<file path="src/rtl/oflow_score_calc_pkg.sv">
// -----------------------------------------------------------------------------
// oflow_score_calc_pkg
// Shared definitions for the optical-flow score calculation engine:
//   - set-index width (overridable through the SET_LEN macro)
//   - default feature/score widths
//   - field positions of {x, y, w, h} inside a packed feature vector
//   - engine state encoding
// -----------------------------------------------------------------------------
`ifndef SET_LEN
`define SET_LEN 4
`endif

package oflow_score_calc_pkg;

  // Width of the set index presented on counter_of_sets / upper rd_addr bits.
  localparam int SET_LEN_W = `SET_LEN;

  // Default feature field width and the derived score width. Four fields of
  // FEAT_W bits summed need at most FEAT_W+2 bits, so no saturation is needed.
  localparam int FEAT_W_DEF  = 11;
  localparam int SCORE_W_DEF = FEAT_W_DEF + 2;

  // Packed feature vector is {x, y, w, h}; indices count fields from the LSB.
  localparam int NUM_FIELDS = 4;
  localparam int FIELD_X    = 3;
  localparam int FIELD_Y    = 2;
  localparam int FIELD_W    = 1;
  localparam int FIELD_H    = 0;

  typedef enum logic [1:0] {
    idle_st,
    req_st,
    wait_st,
    done_st
  } state_e;

endpackage

</file>
<file path="src/rtl/oflow_score_abs_diff_sum.sv">
// -----------------------------------------------------------------------------
// oflow_score_abs_diff_sum
// Purely combinational distance between two packed feature vectors:
//   score = |dx| + |dy| + |dw| + |dh|   (fields unsigned, full precision)
// Ports:
//   cur_features_i   4*FEAT_W  current-object features {x,y,w,h}
//   cand_features_i  4*FEAT_W  candidate features {x,y,w,h}
//   score_o          FEAT_W+2  sum of absolute field differences
// -----------------------------------------------------------------------------
module oflow_score_abs_diff_sum
  import oflow_score_calc_pkg::*;
#(
  parameter  int FEAT_W  = FEAT_W_DEF,
  localparam int SCORE_W = FEAT_W + 2
) (
  input  logic [4*FEAT_W-1:0] cur_features_i,
  input  logic [4*FEAT_W-1:0] cand_features_i,
  output logic [SCORE_W-1:0]  score_o
);

  logic [FEAT_W-1:0] diff [NUM_FIELDS];

  for (genvar f = 0; f < NUM_FIELDS; f++) begin : g_field
    logic [FEAT_W-1:0] a;
    logic [FEAT_W-1:0] b;
    assign a = cur_features_i[f*FEAT_W +: FEAT_W];
    assign b = cand_features_i[f*FEAT_W +: FEAT_W];
    // Subtract the smaller from the larger so the result never wraps.
    assign diff[f] = (a >= b) ? (a - b) : (b - a);
  end

  assign score_o = SCORE_W'(diff[FIELD_X]) + SCORE_W'(diff[FIELD_Y])
                 + SCORE_W'(diff[FIELD_W]) + SCORE_W'(diff[FIELD_H]);

endmodule

</file>
<file path="src/rtl/oflow_score_calc_engine.sv">
// -----------------------------------------------------------------------------
// oflow_score_calc_engine
// For one set of previous-frame candidates, reads each candidate's features
// from an external buffer, scores it against the current object and keeps the
// lowest score (lowest index wins ties). Reports the best match once per set.
// Ports:
//   clk, reset_N        clock (rising edge), async active-low reset
//   start_score_calc    one-cycle request; counter_of_sets, num_of_cand and
//                       cur_features are sampled with it
//   score_thresh        match threshold, sampled when the result is loaded
//   rd_req / rd_addr    one-cycle buffer read strobe, address {set, cand}
//   rd_valid / rd_data  candidate features returned by the buffer (latency>=1)
//   done_score_calc     one-cycle completion pulse
//   best_score/id/valid result, stable until the next completion
//   err_start_busy      sticky: start seen while not idle
// NUM_CAND_MAX must be at least 2.
// -----------------------------------------------------------------------------
module oflow_score_calc_engine
  import oflow_score_calc_pkg::*;
#(
  parameter  int NUM_CAND_MAX = 16,
  parameter  int FEAT_W       = FEAT_W_DEF,
  localparam int CAND_W       = $clog2(NUM_CAND_MAX),
  localparam int SCORE_W      = FEAT_W + 2
) (
  input  logic                        clk,
  input  logic                        reset_N,
  input  logic                        start_score_calc,
  input  logic [SET_LEN_W-1:0]        counter_of_sets,
  input  logic [CAND_W:0]             num_of_cand,
  input  logic [4*FEAT_W-1:0]         cur_features,
  input  logic [SCORE_W-1:0]          score_thresh,
  output logic                        rd_req,
  output logic [SET_LEN_W+CAND_W-1:0] rd_addr,
  input  logic                        rd_valid,
  input  logic [4*FEAT_W-1:0]         rd_data,
  output logic                        done_score_calc,
  output logic [SCORE_W-1:0]          best_score,
  output logic [CAND_W-1:0]           best_id,
  output logic                        best_valid,
  output logic                        err_start_busy
);

  state_e                 state_q;
  logic [SET_LEN_W-1:0]   set_idx_q;
  logic [CAND_W:0]        num_q;
  logic [4*FEAT_W-1:0]    cur_q;
  logic [CAND_W-1:0]      cand_cnt_q;
  logic [SCORE_W-1:0]     run_min_q;
  logic [CAND_W-1:0]      run_id_q;
  logic                   rd_req_q;
  logic                   done_q;
  logic [SCORE_W-1:0]     best_score_q;
  logic [CAND_W-1:0]      best_id_q;
  logic                   best_valid_q;
  logic                   err_q;

  logic [SCORE_W-1:0]     cand_score;
  logic [CAND_W:0]        num_d;
  logic                   last_cand;

  oflow_score_abs_diff_sum #(
    .FEAT_W (FEAT_W)
  ) u_abs_diff_sum (
    .cur_features_i  (cur_q),
    .cand_features_i (rd_data),
    .score_o         (cand_score)
  );

  // A count above NUM_CAND_MAX could never match the CAND_W-bit index and
  // would hang the read loop, so it is clipped on capture.
  assign num_d = (num_of_cand > (CAND_W+1)'(NUM_CAND_MAX))
               ? (CAND_W+1)'(NUM_CAND_MAX) : num_of_cand;

  assign last_cand = ({1'b0, cand_cnt_q} == (num_q - (CAND_W+1)'(1)));

  // Single FSM; rd_req and done are set on the transition edge so both come
  // straight from flops, never from inputs.
  always_ff @(posedge clk or negedge reset_N) begin
    if (!reset_N) begin
      state_q      <= idle_st;
      set_idx_q    <= '0;
      num_q        <= '0;
      cur_q        <= '0;
      cand_cnt_q   <= '0;
      run_min_q    <= '0;
      run_id_q     <= '0;
      rd_req_q     <= 1'b0;
      done_q       <= 1'b0;
      best_score_q <= '0;
      best_id_q    <= '0;
      best_valid_q <= 1'b0;
      err_q        <= 1'b0;
    end else begin
      // NOTE: clocked state uses non-blocking assignments so every branch
      // below reads the pre-edge register values regardless of order.
      rd_req_q <= 1'b0;
      done_q   <= 1'b0;

      if (start_score_calc && (state_q != idle_st)) begin
        err_q <= 1'b1;
      end

      case (state_q)
        idle_st: begin
          if (start_score_calc) begin
            set_idx_q  <= counter_of_sets;
            num_q      <= num_d;
            cur_q      <= cur_features;
            cand_cnt_q <= '0;
            run_min_q  <= '1;
            run_id_q   <= '0;
            if (num_d == '0) begin
              state_q <= done_st;
            end else begin
              state_q  <= req_st;
              rd_req_q <= 1'b1;
            end
          end
        end

        req_st: begin
          state_q <= wait_st;
        end

        wait_st: begin
          if (rd_valid) begin
            // Strict compare: an equal later score keeps the earlier index.
            if (cand_score < run_min_q) begin
              run_min_q <= cand_score;
              run_id_q  <= cand_cnt_q;
            end
            if (last_cand) begin
              state_q <= done_st;
            end else begin
              cand_cnt_q <= cand_cnt_q + CAND_W'(1);
              state_q    <= req_st;
              rd_req_q   <= 1'b1;
            end
          end
        end

        done_st: begin
          done_q       <= 1'b1;
          best_score_q <= run_min_q;
          best_id_q    <= run_id_q;
          best_valid_q <= (num_q != '0) && (run_min_q <= score_thresh);
          state_q      <= idle_st;
        end

        default: begin
          state_q <= idle_st;
        end
      endcase
    end
  end

  assign rd_req          = rd_req_q;
  assign rd_addr         = {set_idx_q, cand_cnt_q};
  assign done_score_calc = done_q;
  assign best_score      = best_score_q;
  assign best_id         = best_id_q;
  assign best_valid      = best_valid_q;
  assign err_start_busy  = err_q;

endmodule

</file>
<file path="config.mk">
export PLATFORM = sky130hd
export DESIGN_NAME = oflow_score_calc_engine
export DESIGN_NICKNAME = d
export VERILOG_FILES = /design/src/rtl/oflow_score_calc_pkg.sv /design/src/rtl/oflow_score_abs_diff_sum.sv /design/src/rtl/oflow_score_calc_engine.sv
export SDC_FILE = /design/constraint.sdc
export NUM_CORES = 1
export LEC_CHECK = 0
export CAP_MARGIN = 10
export CELL_PAD_IN_SITES_DETAIL_PLACEMENT = 2
export CELL_PAD_IN_SITES_GLOBAL_PLACEMENT = 2
export CORE_ASPECT_RATIO = 0.7
export CORE_UTILIZATION = 36
export CTS_CLUSTER_DIAMETER = 40
export DETAILED_ROUTE_END_ITERATION = 16
export PLACE_DENSITY = 0.86
export SYNTH_ARGS = -nofsm -noshare
export SYNTH_HDL_FRONTEND = slang
export SYNTH_SLANG_ARGS = --single-unit
</file>
<file path="constraint.sdc">
create_clock -name clk -period 17.85 [get_ports clk]
set_clock_uncertainty 0.1 [all_clocks]
set_input_delay 4.4625 -clock clk [delete_from_list [all_inputs] [get_ports clk]]
set_output_delay 4.4625 -clock clk [all_outputs]
set_load 0.01 [all_outputs]
</file>
# [Word level (Yosys, flattened, before mapping)]
# Index checks and enable logic that the tools add are counted.
[classes] addsub=13 mul=0 div_mod_pow=0 order_cmp=7 n_eq_ne=8 shifts=0 muxes=27 bitwise_logic=0 n_reduce_logical=11
[ops] cell="$sub A11 B11 Y11" count=8
[ops] cell="$ge A11 B11 Y1" count=4
[ops] cell="$mux W11" count=4
[ops] cell="$mux W13" count=3
[ops] cell="$add A13 B11 Y13" count=2
[ops] cell="$pmux W13 S2" count=1
[ops] cell="$mux W4" count=5
[ops] cell="$pmux W4 S2" count=2
[ops] cell="$le A13 B13 Y1" count=1
[ops] cell="$lt A13 B13 Y1" count=1
[ops] cell="$add A11 B11 Y12" count=1
[ops] cell="$mux W2" count=4
[ops] cell="$ne A2 B2 Y1 const B" count=4
[ops] cell="$pmux W2 S4" count=1
[ops] cell="$reduce_and A4 Y1" count=2
[ops] cell="$eq A4 B5 Y1" count=1
[ops] cell="$gt A5 B5 Y1 const B" count=1
[ops] cell="$logic_not A5 Y1" count=1
[ops] cell="$mux W1" count=5
[ops] cell="$mux W5" count=1
[ops] cell="$reduce_bool A5 Y1" count=1
[ops] cell="$sub A5 B1 Y5 const B" count=1
[ops] cell="$add A4 B1 Y4 const B" count=1
[ops] cell="$eq A2 B2 Y1 const B" count=2
[ops] cell="6 further kinds" count=9
[word_totals] reg_bits=97 latchBits=0 ram_bits=0 rom_bits=0 in_bits=114 output_inout_bits=29 elab_cells=79 memories=0

# [Longest topological paths before layout]
[depth] depth_word=9 ltp_mapped=32 mapped_depth_nobuf=30

# [By module]
# A second synthesis with hierarchy kept.
[hier_totals] cells_unflattened=1130 area_unflattened_um2=9397.8
[modules_own_cells] mod="oflow_score_abs_diff_sum" n_inst=1 cells_each=653 area_per_inst_um2=4951.0
[modules_own_cells] mod="oflow_score_calc_engine" n_inst=1 cells_each=477 area_per_inst_um2=4446.8

# [Least setup slack after synthesis]
# Ideal clock, no wire load.
[synth_path] path_type="input to register" startpoint="input port rd_data[40]" endpoint="register run_min_q[10]" t_arrival_ns=10.836 required_time_ns=17.629 path_slack_ns=6.793 stages=31 n_path_buf=3 path_cell_list="inv_1 -> ha_1 -> clkbuf_1 -> nand4_1 -> nor3_1 -> or4_1 -> o21ai_1 -> buf_4 -> mux2_2 -> ha_1 -> a21o_1 -> a21o_1 -> a311o_1 -> a21oi_1 -> o21bai_1 -> xnor2_1 -> fa_1 -> inv_1 -> ha_1 -> or4_1 -> o21a_1 -> a31o_2 -> a21oi_1 -> xnor2_1 -> ha_1 -> a21o_1 -> a21o_1 -> nor2_1 -> o21ai_2 -> buf_2 -> o22a_1"
[synth_between] elab_chain_len=8 word_cells_on_any_way=13 cone_classes="add/sub (5); order compare (2); eq/ne (1); mux (4); reduce/logical (1)"
[synth_lines] item="from (decl)" line_no="oflow_score_calc_engine.sv:36" source="input logic [4*FEAT_W-1:0] rd_data,"
[synth_lines] item="$sub A11 B11 Y11 / $ge A11 B11 Y1 (equally long branches)" line_no="oflow_score_abs_diff_sum.sv:29" source="assign diff[f] = (a >= b) ? (a - b) : (b - a);"
[synth_lines] item="$mux W11 *" line_no="oflow_score_abs_diff_sum.sv:29"
[synth_lines] item="$add A11 B11 Y12 *" line_no="oflow_score_abs_diff_sum.sv:32" source="assign score_o = SCORE_W'(diff[FIELD_X]) + SCORE_W'(diff[FIELD_Y])"
[synth_lines] item="$add A13 B11 Y13 * (2 in series)" line_no="oflow_score_abs_diff_sum.sv:33" source="+ SCORE_W'(diff[FIELD_W]) + SCORE_W'(diff[FIELD_H]);"
[synth_lines] item="$lt A13 B13 Y1 / $mux W13 (equally long branches)" line_no="oflow_score_calc_engine.sv:129" source="if (cand_score < run_min_q) begin"
[synth_lines] item="$ne A2 B2 Y1 (no source line) / $mux W13 (equally long branches)"
[synth_lines] item="$reduce_and A4 Y1 (no source line) / $pmux W13 S2 (equally long branches)"
[synth_lines] item="to (signal assigned)" line_no="oflow_score_calc_engine.sv:130" source="run_min_q <= cand_score;"
[synth_lines] item="to (decl)" line_no="oflow_score_calc_engine.sv:49" source="logic [SCORE_W-1:0] run_min_q;"
# Every way passes the cells marked *; elsewhere a longest branch is shown, timed or not. The select of a mux whose other input is x is not followed.
# A chain may end at the register's enable or synchronous reset.

# [Worst setup path in the final report]
[layout_path] startpoint="input port rd_data[39]" endpoint="register run_id_q[2]"
[layout_between] elab_chain_len=8 word_cells_on_any_way=10 cone_classes="add/sub (5); order compare (2); eq/ne (1); mux (1); reduce/logical (1)"
[layout_lines] item="$sub A11 B11 Y11 / $ge A11 B11 Y1 (equally long branches)" line_no="oflow_score_abs_diff_sum.sv:29"
[layout_lines] item="$mux W11 *" line_no="oflow_score_abs_diff_sum.sv:29"
[layout_lines] item="$add A11 B11 Y12 *" line_no="oflow_score_abs_diff_sum.sv:32"
[layout_lines] item="$add A13 B11 Y13 * (2 in series)" line_no="oflow_score_abs_diff_sum.sv:33"
[layout_lines] item="$lt A13 B13 Y1 *" line_no="oflow_score_calc_engine.sv:129"
[layout_lines] item="$ne A2 B2 Y1 (no source line) *"
[layout_lines] item="$reduce_and A4 Y1 (no source line) *"
[layout_lines] item="to (signal assigned)" line_no="oflow_score_calc_engine.sv:131" source="run_id_q <= cand_cnt_q;"
[layout_lines] item="to (decl)" line_no="oflow_score_calc_engine.sv:50" source="logic [CAND_W-1:0] run_id_q;"
# Every way passes the cells marked *; elsewhere a longest branch is shown, timed or not.

==> impl_metrics.py <==
metrics = {
    "floorplan": {
        "coreArea_um2": 26100,
        "die_h_um": 139,
        "fp.dieW_um": 198,
        "start_util_pct": 37.2,
        "rows": 49,
        "boundaryPins": 143,
        "die_area_um2": 27600,
    },
    "sta": {
        "fin_crit_sh_pct": 71.1,
        "rsz0062_at_grt": "no",
        "fmax_mhz": 78.8,
        "fin_crit_ns": 12.69,
        "slew-limit-headroom_pct": 19.1,
        "hold_violations": 0,
        "fin_tns_setup_ns": 0,
        "final_max_slew_viol_count": 0,
        "worst_pin_slew_ns": 1.21,
        "setup_violations": 0,
    },
    "synth": {
        "syn_avg_cell_area_um2": 8.18,
        "ys_seq_area_share_pct": 25.0,
        "synth_cell_types": 70,
        "synth.mux.area_fraction_pct": 3.53,
        "syn_nets": 1455,
        "synth-simple-area-share_pct": 15.3,
        "ys.flop_type": "dfrtp_1",
        "synth_top_family_by_area": "adder cells",
        "synth_compound_area_share_pct": 21.4,
        "yosysTopAreaCell": "dfrtp_1",
        "yosys_warnings": 0,
        "netlist_area_um2": 9710,
        "synthArstFlopShare_pct": 100,
        "synth_top_area_share_pct": 25.0,
        "synth_seq_cells": 97,
        "synth-xor-area-share_pct": 4.24,
        "syn_inst": 1186,
        "synth_edf_count": 0,
        "synthAdderAreaFrac_pct": 21.6,
        "synthTopCellsByArea": "dfrtp_1 25%, ha_1 17%, inv_1 6.5%, o21ai_0 5.5%, nand2_1 5.1%",
    },
    "clock_network": {
        "cts_tree": "done",
        "post_cts_buffers": 0,
        "clockBufferDepth": 2,
        "clock_sinks": 97,
        "ctsResizeCount": 0,
        "hold_buffers": 0,
        "clock_latency_ns": 0.37,
        "path_clk_slew_ns": 0.08,
        "cts_buffers": 9,
        "h-tree-depth": 3,
        "clockRootBuffer": "clkbuf_16",
    },
    "setup_path": {
        "slowest_stage": "o21ai_1",
        "worst-path-buf-inv": 3,
        "cpMostUsedCell": "ha_1",
        "reg2reg_from": "cur_q[39]",
        "cp.depth": 29,
        "critPathMaxStageDelay_ns": 0.96,
        "critPathMaxFanout": 15,
        "worstSetupStartpointType": "input port",
        "arrival_ns": 12.80,
        "reg2reg_to": "run_id_q[2]",
        "cp_data_required_time_ns": 17.96,
        "cp-end-kind": "flop",
        "r2r_slack_ns": 9.42,
        "crit_type": "in2reg",
        "crit_path_end": "run_id_q[2]",
        "reg2regPathDepth": 27,
        "path_delay_family": "compound AO/OA/AOI/OAI gates",
        "cp-startpoint": "rd_data[39]",
    },
    "detailed_routing": {
        "dr.pass1.iters": 5,
        "detail_route.iter0.violations": 421,
        "drc": 0,
        "drt-wirelength-per-cell_um": 20.5,
        "drt_wl_total_um": 33900,
        "via_count": 9039,
        "vias_per_cell": 5.46,
        "ant_nets": 0,
    },
    "run_status": {
        "status": "completed",
    },
    "layout": {
        "nets": 1562,
        "fillers": 2937,
        "syn_to_final_growth_pct": 20.2,
        "drive_gt1_share_pct": 3.39,
    },
    "flow_run": {
        "cap_violations": 0,
    },
    "global_route": {
        "grt_max_degree": 66,
        "grt_pass1_wl_um": 54700,
        "overflow": 0,
        "antenna_found_initial": 1,
        "grt_pass1_vias": 9834,
        "grt_usage_pct": 25.3,
    },
    "placed_design": {
        "place_congestion": 0.884,
        "dpl.hpwl_um": 26900,
        "port_buffers": 142,
    },
    "worst_hold_path": {
        "hp-class": "reg2reg",
    },
}
logic make-up after synthesis:
group | Yosys count
compound gates | 326
simple gates | 309
buf+inv | 218
fa+ha+maj | 155
flops | 97
xor+xnor | 47
mux | 34
through the flow:
step	hold WS, ns	instance area (µm²)	utilization [%]	setup WS [ns]	cells
CTS	0.393	11700	44.8	5.24	1655
floorplan	0.350	9710	-	6.79	1186
global route	0.419	11700	44.8	4.70	1656
finish	0.387	11700	44.8	5.16	1656
detailed placement	0.378	11400	43.7	4.89	1639
global placement	0.351	11400	43.7	5.29	1639
final cells by class:
| class | instances | area, µm² | share of cell area (%) |
|---|---|---|---|
| Clock inverter | 5 | 45.0 | 0.386 |
| Multi-Input combinational cell | 871 | 6420 | 55.0 |
| Tap cell | 357 | 447 | 3.83 |
| Sequential cell | 97 | 2430 | 20.8 |
| Clock buffer | 11 | 243 | 2.08 |
| Timing Repair Buffer | 147 | 1460 | 12.5 |
| Antenna cell | 1 | 2.50 | 0.0215 |
| Inverter | 167 | 627 | 5.37 |
worst register-to-register path, delay by kind of cell (launching register included):
family	cells	cell delay [ns]
AND/OR/NAND/NOR	3	1.03
AO/OA/AOI/OAI	15	4.20
multiplexers	1	0.45
XOR/XNOR	2	0.26
adder cells (fa/ha/maj)	5	1.82
buffers and inverters	1	0.05
flip-flops	1	0.39
how the worst min path moves through the flow:
stage,start,end,slack [ns],cells past startpoint
2_1_floorplan,cur_q[10],cur_q[10],0.35,2
3_3_place_gp,err_start_busy,err_start_busy,0.35,1
5_1_grt,set_idx_q[2],set_idx_q[2],0.42,2
4_1_cts,set_idx_q[2],set_idx_q[2],0.39,2
3_5_place_dp,set_idx_q[2],set_idx_q[2],0.38,2
6_report,set_idx_q[2],set_idx_q[2],0.39,2
synth_stat cells (10+ instances only):
master and number:
nand2_1 131, o21ai_0 107, o22ai_1 11, nor2_1 50
nand3_1 16, inv_1 167, o22a_1 13, nand4_1 17
mux2i_1 32, o21a_1 16, nor2b_1 15, a211oi_1 11
xnor2_1 32, nor4_1 10, buf_2 17, fa_1 21
nor3_1 16, clkbuf_1 28, xor2_1 15, ha_1 134
a21o_1 27, a21oi_1 69, nand2b_1 15, dfrtp_1 97
routing by layer:
| metal | wire [µm] | GRT usage [%] |
|---|---|---|
| met5 | 0 | 0 |
| met1 | 16600 | 35.6 |
| met3 | 1520 | 4.27 |
| met4 | 346 | 5.14 |
| met2 | 15400 | 40.6 |
flip-flops by register name (all words and copies together), names as in the netlist, 4 cells and up:
signal	count
best_id	4
best_score	13
cand_cnt_q	4
cur_q	44
num_q	5
run_id_q	4
run_min_q	13
set_idx_q	4
cell usage in the layout, fill, tap and decap left out, types with 21 or more instances in the layout:
cell,instances
fa_1,21
clkdlybuf4s50_1,141
mux2i_1,32
xnor2_1,32
inv_1,167
a21o_1,27
nand2_1,131
a21oi_1,69
nor2_1,50
o21ai_0,107
ha_1,134
dfrtp_1,97
Power is not shown: default switching activity piles up to over one toggle a cycle in this logic, so the estimate is an artifact.
